===== config.mk =====
export PLATFORM = sky130hd
export DESIGN_NAME = division_unit_flat
export DESIGN_NICKNAME = d
export VERILOG_FILES = /design/src/rtl/division_unit_if.sv /design/src/rtl/division_unit.sv /design/src/flat_wrapper.sv
export SDC_FILE = /design/constraint.sdc
export NUM_CORES = 1
export LEC_CHECK = 0
export ABC_AREA = 1
export CAP_MARGIN = 30
export CORE_UTILIZATION = 58
export CTS_CLUSTER_DIAMETER = 150
export DETAILED_ROUTE_END_ITERATION = 10
export PLACE_DENSITY = 0.87
export SLEW_MARGIN = 20
export SYNTH_ARGS = -nofsm -noshare
export SYNTH_HDL_FRONTEND = slang
export SYNTH_SLANG_ARGS = --single-unit

===== constraint.sdc =====
create_clock -name clock -period 4.53 [get_ports clock]
set_input_delay 0.906 -clock clock [delete_from_list [all_inputs] [get_ports clock]]
set_output_delay 0.906 -clock clock [all_outputs]
set_load 0.02 [all_outputs]

===== src/rtl/division_unit_if.sv =====
// Handshake and operand/result bundle between the multdiv control and the sequential divider.
interface division_unit_if #(parameter int WIDTH = 32);
    logic             ctrl_DIV;
    logic [WIDTH-1:0] Dividend;
    logic [WIDTH-1:0] Divisor;
    logic [WIDTH-1:0] Out;
    logic [WIDTH-1:0] Remainder;
    logic             exception;
    logic             ready;

    modport master (
        output ctrl_DIV, Dividend, Divisor,
        input  Out, Remainder, exception, ready
    );

    modport slave (
        input  ctrl_DIV, Dividend, Divisor,
        output Out, Remainder, exception, ready
    );
endinterface


===== src/rtl/division_unit.sv =====
// Sequential signed divider, one non-restoring step per cycle on operand magnitudes.
// Optional macro DIV_EARLY_OUT_EN: trivial divisors/dividends skip the iteration phase.
//
// state | meaning
// IDLE  | waiting for ctrl_DIV, results held
// RUN   | WIDTH non-restoring shift/add-subtract steps
// FIX   | remainder restore, sign correction, exception decision
// DONE  | publish results and pulse ready
module division_unit #(
    parameter int WIDTH = 32
) (
    input logic           clock,
    input logic           reset_n,
    division_unit_if.slave bus
);
    localparam int CW = $clog2(WIDTH) + 1;

    typedef enum logic [1:0] {IDLE, RUN, FIX, DONE} state_t;

    state_t           state;
    logic [WIDTH:0]   a_reg;
    logic [WIDTH:0]   d_reg;
    logic [WIDTH-1:0] q_reg;
    logic [CW-1:0]    counter;
    logic             neg_dvd;
    logic             neg_dvs;
    logic             dvs_zero;
    logic             ovf;
    logic [WIDTH-1:0] q_res;
    logic [WIDTH-1:0] r_res;
    logic             exc_res;

    logic [WIDTH-1:0] mag_dvd;
    logic [WIDTH-1:0] mag_dvs;
    logic             in_dvs_zero;
    logic             in_ovf;
    logic             early;
    logic [WIDTH:0]   shifted;
    logic [WIDTH:0]   a_next;
    logic [WIDTH:0]   a_fix;
    logic [WIDTH-1:0] q_fix;
    logic [WIDTH-1:0] r_fix;

    // Magnitude of the most negative value wraps to itself, which is its correct unsigned magnitude.
    assign mag_dvd     = bus.Dividend[WIDTH-1] ? -bus.Dividend : bus.Dividend;
    assign mag_dvs     = bus.Divisor[WIDTH-1]  ? -bus.Divisor  : bus.Divisor;
    assign in_dvs_zero = (bus.Divisor == '0);
    assign in_ovf      = (bus.Dividend == {1'b1, {(WIDTH-1){1'b0}}}) && (bus.Divisor == '1);

`ifdef DIV_EARLY_OUT_EN
    assign early = in_dvs_zero || (bus.Divisor == WIDTH'(1)) || (bus.Divisor == '1)
                   || (bus.Dividend == '0);
`else
    assign early = 1'b0;
`endif

    assign shifted = {a_reg[WIDTH-1:0], q_reg[WIDTH-1]};
    assign a_next  = a_reg[WIDTH] ? (shifted + d_reg) : (shifted - d_reg);
    assign a_fix   = a_reg[WIDTH] ? (a_reg + d_reg) : a_reg;
    assign q_fix   = (neg_dvd ^ neg_dvs) ? -q_reg : q_reg;
    assign r_fix   = neg_dvd ? -a_fix[WIDTH-1:0] : a_fix[WIDTH-1:0];

    always_ff @(posedge clock) begin
        if (!reset_n) begin
            state         <= IDLE;
            a_reg         <= '0;
            d_reg         <= '0;
            q_reg         <= '0;
            counter       <= '0;
            neg_dvd       <= 1'b0;
            neg_dvs       <= 1'b0;
            dvs_zero      <= 1'b0;
            ovf           <= 1'b0;
            q_res         <= '0;
            r_res         <= '0;
            exc_res       <= 1'b0;
            bus.Out       <= '0;
            bus.Remainder <= '0;
            bus.exception <= 1'b0;
            bus.ready     <= 1'b0;
        end else if (bus.ctrl_DIV) begin
            neg_dvd   <= bus.Dividend[WIDTH-1];
            neg_dvs   <= bus.Divisor[WIDTH-1];
            dvs_zero  <= in_dvs_zero;
            ovf       <= in_ovf;
            d_reg     <= {1'b0, mag_dvs};
            counter   <= '0;
            bus.ready <= 1'b0;
            if (early) begin
                // With a zero divisor the dividend magnitude parks in A so FIX rebuilds Remainder=Dividend.
                q_reg <= in_dvs_zero ? '0 : mag_dvd;
                a_reg <= in_dvs_zero ? {1'b0, mag_dvd} : '0;
                state <= FIX;
            end else begin
                q_reg <= mag_dvd;
                a_reg <= '0;
                state <= RUN;
            end
        end else begin
            case (state)
                IDLE: begin
                    bus.ready <= 1'b0;
                end
                RUN: begin
                    a_reg   <= a_next;
                    q_reg   <= {q_reg[WIDTH-2:0], ~a_next[WIDTH]};
                    counter <= counter + 1'b1;
                    if (counter == CW'(WIDTH - 1)) begin
                        state <= FIX;
                    end
                end
                FIX: begin
                    a_reg   <= a_fix;
                    q_res   <= dvs_zero ? '0 : q_fix;
                    r_res   <= r_fix;
                    exc_res <= dvs_zero || ovf;
                    state   <= DONE;
                end
                DONE: begin
                    bus.Out       <= q_res;
                    bus.Remainder <= r_res;
                    bus.exception <= exc_res;
                    bus.ready     <= 1'b1;
                    state         <= IDLE;
                end
                default: begin
                    state <= IDLE;
                end
            endcase
        end
    end
endmodule


===== src/flat_wrapper.sv =====
// flat-port wrapper written by rule: the top's interface ports become plain ports
module division_unit_flat 
#(
    parameter int WIDTH = 32
)
  (clock, reset_n, bus_ctrl_DIV, bus_Dividend, bus_Divisor, bus_Out, bus_Remainder, bus_exception, bus_ready);
  division_unit_if #(.WIDTH(WIDTH)) bus_i ();
  input logic clock;
  input logic reset_n;
  input wire logic [$bits(bus_i.ctrl_DIV)-1:0] bus_ctrl_DIV;
  input wire logic [$bits(bus_i.Dividend)-1:0] bus_Dividend;
  input wire logic [$bits(bus_i.Divisor)-1:0] bus_Divisor;
  output wire logic [$bits(bus_i.Out)-1:0] bus_Out;
  output wire logic [$bits(bus_i.Remainder)-1:0] bus_Remainder;
  output wire logic [$bits(bus_i.exception)-1:0] bus_exception;
  output wire logic [$bits(bus_i.ready)-1:0] bus_ready;
  assign bus_i.ctrl_DIV = bus_ctrl_DIV;
  assign bus_i.Dividend = bus_Dividend;
  assign bus_i.Divisor = bus_Divisor;
  assign bus_Out = bus_i.Out;
  assign bus_Remainder = bus_i.Remainder;
  assign bus_exception = bus_i.exception;
  assign bus_ready = bus_i.ready;
  division_unit #(.WIDTH(WIDTH)) u_core (.clock(clock), .reset_n(reset_n), .bus(bus_i));
endmodule

* Word level (Yosys, flattened, before mapping)
Index checks and enable logic that the tools add are counted.
** Storage, ports and cells
- Flip-flop bits (word level) :: 240
- Output and inout port bits :: 66
- Word-level logic and storage cells :: 65
** Operators by class
- Add/subtract/negate cells :: 8
- Eq/ne operators :: 8
- Multiplexer cells :: 14
- Bitwise gates (word level) :: 4
- Reduce and logical (&&, ||, !) cells :: 14
** Operators by type and width (number)
- $mux 32 :: 7
- $neg 32->32 :: 4
- $add 33x32->33 :: 2
- $mux 33 :: 2
- $pmux 33 s2 :: 1
- $eq 32x32->1 const B :: 2
- $sub 33x32->33 :: 1
- $logic_not 32->1 :: 1
- $reduce_and 2->1 :: 4
- $add 6x1->6 const B :: 1
- $eq 6x5->1 const B :: 1
- $pmux 2 s3 :: 1
- $reduce_bool 2->1 :: 3
- $eq 2x2->1 const B :: 2
- $reduce_bool 4->1 :: 1
- $ne 3x2->1 const B :: 1
- $not 1->1 :: 3
- $reduce_bool 3->1 :: 1
- $eq 2x1->1 const B :: 1
- $logic_not 2->1 :: 1
- $mux 2 :: 1
- $ne 2x1->1 const B :: 1
- $pmux 1 s2 :: 1
- $reduce_or 2->1 :: 1
- 4 further kinds :: 4

* Logic depth before layout (Yosys ltp)
- Word-level depth :: 5
- Gate-level depth with buffers :: 27

* Least setup slack after synthesis
No wires, ideal clock.
- Path kind :: reg-to-reg
- From :: reg u_core.a_reg[32]
- To :: reg u_core.a_reg[20]
- Setup time :: 0.109 ns
- Arrival :: 3.453 ns
- Data required time :: 4.421 ns
- Path slack :: 0.968 ns
- Stages on the path, launching flop included :: 27
- Period minus slack after synthesis :: 3.562 ns
- Path through :: dfxtp_1 -> buf_6 -> inv_8 -> buf_12 -> buf_2 -> buf_2 -> clkbuf_1 -> buf_1 -> o21ai_0 -> fa_1 -> nand2_1 -> a21oi_1 -> nand2_1 -> nand2_1 -> inv_1 -> o21ai_1 -> nand2_1 -> nand2_1 -> nand3_1 -> nand2_1 -> nand2_1 -> nand2_1 -> or2_2 -> nand3_1 -> o211ai_1 -> nand2_1 -> inv_1
** Between the ends
- Word-level cells in the longest chain between the ends :: 2
- Elaborated cells between the ends (all ways) :: 3
- Those cells by class :: mux: 3
** Ends and longest elaborated chain
- start, declared :: line division_unit.sv:21 : logic [WIDTH:0] a_reg;
- start signal, assigned :: line division_unit.sv:92 : a_reg <= in_dvs_zero ? {1'b0, mag_dvd} : '0;
- start signal, assigned :: line division_unit.sv:105 : a_reg <= a_next;
- start signal, assigned :: line division_unit.sv:113 : a_reg <= a_fix;
- $mux 33, on equally long branches :: line division_unit.sv:59, division_unit.sv:58
- $pmux 33 s2 * :: line division_unit.sv:100 : case (state)
Every way passes the cells marked *; elsewhere a longest branch is shown, timed or not.
A chain may end at the register's enable or synchronous reset.

* Worst setup path after layout
- From :: reg u_core.d_reg[1]
- To :: reg u_core.a_reg[31]
** Between the ends
- Word-level cells in the longest chain between the ends :: 3
- Elaborated cells between the ends (all ways) :: 6
- Those cells by class :: add/sub: 3; mux: 3
** Ends and longest elaborated chain
- start, declared :: line division_unit.sv:22 : logic [WIDTH:0] d_reg;
- start signal, assigned :: line division_unit.sv:86 : d_reg <= {1'b0, mag_dvs};
- $add 33x32->33, or another cell as far along :: line division_unit.sv:59 : assign a_fix = a_reg[WIDTH] ? (a_reg + d_reg) : a_reg;
- $mux 33, on equally long branches :: line division_unit.sv:59, division_unit.sv:58
- $pmux 33 s2 * :: line division_unit.sv:100
Marked as above.

==> results.sh <==
export IMPL_die_w_um=177
export IMPL_cts_clk_slew_worst_paths_ps=70
export IMPL_multi_input_area_mm2=0.0111
export IMPL_setup_viol=0
export IMPL_cp_slowest_stage_delay_ps=450
export IMPL_cts_hold_buf=0
export IMPL_cts_made_buffers=26
export IMPL_place_gp_congestion=1.07
export IMPL_pin_count=133
export IMPL_start_kind="register"
export IMPL_place_area_mm2=0.0194
export IMPL_die_y_um=177
export IMPL_clock_sinks=240
export IMPL_slew_viol_final=0
export IMPL_routedWlPerCell_um=19.2
export IMPL_clock_root_buffer="clkbuf_16"
export IMPL_post_route_util=0.681
export IMPL_max_cap_violations=0
export IMPL_cp_cell_sequence="inv_1, nand3_1, nor2_1, nand4_1, nor3_2, nand3_1, nor3_2, nand2_1, nand2_1, o21ai_0, a21oi_1, xnor2_1, ha_1, nand2_1, nor2_1, inv_1, nor4_1, nand3_1, nand2_1, xor2_1, nand2_1, o21ai_0, o21ai_0, inv_1"
export IMPL_crit_path_frequent_cell="nand2_1"
export IMPL_preCtsSetupSlack_ps=508
export IMPL_rows=63
export IMPL_grt_pass1_wl_mm=100
export IMPL_wl_mm=65.1
export IMPL_irDropWorstVdd_mv=0.341
export IMPL_worst_setup_path_end_kind="register"
export IMPL_synth_fp_nets=3047
export IMPL_cp_top_family="simple AND/OR/NAND/NOR gates"
export IMPL_synth_seq_area_share=0.271
export IMPL_synth_edf_count=0
export IMPL_drt_first_pass_iters=7
export IMPL_swShare=0.367
export IMPL_design_area_mm2=0.0204
export IMPL_syn2layout_area_growth_pct=14.6
export IMPL_crit_slowest_cell="ha_1"
export IMPL_fmax_mhz=242
export IMPL_seqCellArea_mm2=0.00481
export IMPL_p_sw_mw=2.57
export IMPL_initial_core_util=0.594
export IMPL_cts_tree="built"
export IMPL_slew_headroom=0.378
export IMPL_clockPowerShare=0.355
export IMPL_synth_area_per_cell_um2=6.12
export IMPL_port_buffer_count=132
export IMPL_finalSetupTns_ps=0
export IMPL_pwr_share_comb=0.310
export IMPL_antenna_found_initial=0
export IMPL_ys_ff_latch=240
export IMPL_clock_skew_ps=47.4
export IMPL_drtAntennaViolNets=0
export IMPL_largest_register_ffs=33
export IMPL_dieArea_mm2=0.0313
export IMPL_grt_overflow_total=0
export IMPL_synth_cells=2903
export IMPL_grt_pass1_vias=18600
export IMPL_yosys_most_used_dff="dfxtp_1"
export IMPL_timing_final_crit_share=0.912
export IMPL_cts_setup_buffers=0
export IMPL_rrSetupSlack_ps=400
export IMPL_crit_required_ps=4990
export IMPL_seqPwrFrac=0.335
export IMPL_design_core_area_mm2=0.0299
export IMPL_fillers=2505
export IMPL_setup_slack_ps=397
export IMPL_synthDistinctLibCells=57
export IMPL_dpl_hpwl_mm=49.1
export IMPL_hp_class="register to register"
export IMPL_cts_buffer_depth=3
export IMPL_vias=20300
export IMPL_status="completed"
export IMPL_netlist_area_mm2=0.0178
export IMPL_first_iter_violations=2556
export IMPL_cts_max_level=1
export IMPL_finalWorstPathRequiredPeriod_ps=4130
export IMPL_grt_max_degree=84
export IMPL_drive_above_1_share=0.0626
export IMPL_leakagePower_nw=9.81
export IMPL_drt_vias_per_instance=5.99
export IMPL_arrival_ps=4600
export IMPL_clk_latency_ps=580
export IMPL_hold_viol=0
export IMPL_cp_buffers_inverters=3
export IMPL_worstMarginPinSlew_ps=932
export IMPL_internal_power_mw=4.43
export IMPL_ctsResizeCount=0
export IMPL_n_antenna_cell=0
export IMPL_layout_nets=3125
export IMPL_path_class="register to register"
export IMPL_ys_warn_count=0
export IMPL_drc=0
export IMPL_rsz0062_at_grt="false"
export IMPL_power_density_mw_per_mm2=344
export IMPL_critPathMaxFanout=5
export IMPL_groute_usage_overall=0.408
export IMPL_ys_async_sr_fraction=0
## kinds of logic after synthesis
logic type / after synthesis / synth area share
XOR/XNOR: 78 / 0.0385
adder cells (fa/ha/maj): 77 / 0.0551
buffers and inverters: 485 / 0.105
AO/OA/AOI/OAI: 566 / 0.182
AND/OR/NAND/NOR: 1457 / 0.348
flip-flops: 240 / 0.271
## cell type report
type                            count  share of cell area
Timing Repair Buffer              159              0.0757
Clock inverter                     19              0.0153
Clock buffer                       29              0.0340
Tap cell                          390              0.0240
Multi-Input combinational cell   2178               0.545
Sequential cell                   240               0.236
Inverter                          376              0.0697
## power groups by stage
stage | registers (mW) | logic [mW] | clock network (mW)
detailed placement | 2.38 | 2.09 | 0
floorplan | 2.33 | 1.48 | 0
finish | 2.35 | 2.17 | 2.48
global placement | 2.38 | 2.07 | 0
global route | 2.35 | 2.37 | 2.56
CTS | 2.34 | 2.11 | 2.47
## worst min-delay path, stage by stage, from the launching register on
cell	delay [ps]
dfxtp_1	310
nand2_1	60
a21oi_1	50
## layer usage
| layer | global-route usage | vias to the layer above | part of all wire |
|---|---|---|---|
| met4 | 0.202 | 0 | 0.055 |
| met2 | 0.643 | 1249 | 0.43 |
| met3 | 0.0679 | 216 | 0.10 |
| met1 | 0.539 | 9205 | 0.41 |
| li1 | - | 9632 | - |
| met5 | 0 | - | 0 |
## cell usage in the layout (no fill, tap or decap), types with 16 or more instances in the layout
cell and n:
nand2_1 720, o21ai_0 202, a21oi_1 189, nand2_2 19, dfxtp_1 239, nor2_1 380
o211ai_1 24, buf_4 25, inv_2 24, or2_2 27, nand3_1 191, o221ai_1 22
o22ai_1 16, inv_1 344, xor2_1 55, nor3_1 35, nand4_1 33, clkbuf_16 26
a31oi_1 38, xnor2_1 23, ha_1 75, clkdlybuf4s50_1 130
## final timing paths
check                                     start                       endpoint  depth (start not counted)
hold reg to reg   u_core.q_res[13]$_SDFFE_PN0P_  u_core.q_res[13]$_SDFFE_PN0P_                          2
setup / recovery   u_core.d_reg[1]$_SDFFE_PN0P_  u_core.a_reg[31]$_SDFFE_PP0N_                         24
hold / removal    u_core.q_res[13]$_SDFFE_PN0P_  u_core.q_res[13]$_SDFFE_PN0P_                          2
setup reg to reg   u_core.d_reg[1]$_SDFFE_PN0P_  u_core.a_reg[31]$_SDFFE_PP0N_                         24
## metrics by stage
step | cells | hold WS (ps) | total power [mW]
2_1_floorplan | 2903 | 418 | 3.81
3_3_place_gp | 3341 | 451 | 4.44
3_5_place_dp | 3343 | 455 | 4.47
4_1_cts | 3391 | 465 | 6.92
5_1_grt | 3391 | 486 | 7.28
6_report | 3391 | 466 | 7.00
## cell usage after synthesis, types with 10 or more instances
cell type | instances | area (µm²)
a21oi_1 | 189 | 946
a31oi_1 | 38 | 238
clkbuf_1 | 89 | 334
dfxtp_1 | 240 | 4800
ha_1 | 75 | 938
inv_1 | 345 | 1290
inv_2 | 23 | 86.3
nand2_1 | 720 | 2700
nand2_2 | 19 | 119
nand3_1 | 191 | 956
nand4_1 | 33 | 206
nor2_1 | 383 | 1440
nor2_2 | 10 | 62.6
nor3_1 | 35 | 175
o211ai_1 | 24 | 180
o21ai_0 | 202 | 1010
o21ai_1 | 15 | 75.1
o21bai_1 | 11 | 82.6
o221ai_1 | 22 | 193
o22ai_1 | 16 | 100
or2_2 | 27 | 169
xnor2_1 | 23 | 201
xor2_1 | 55 | 482
(Power assumes the default switching activity.)
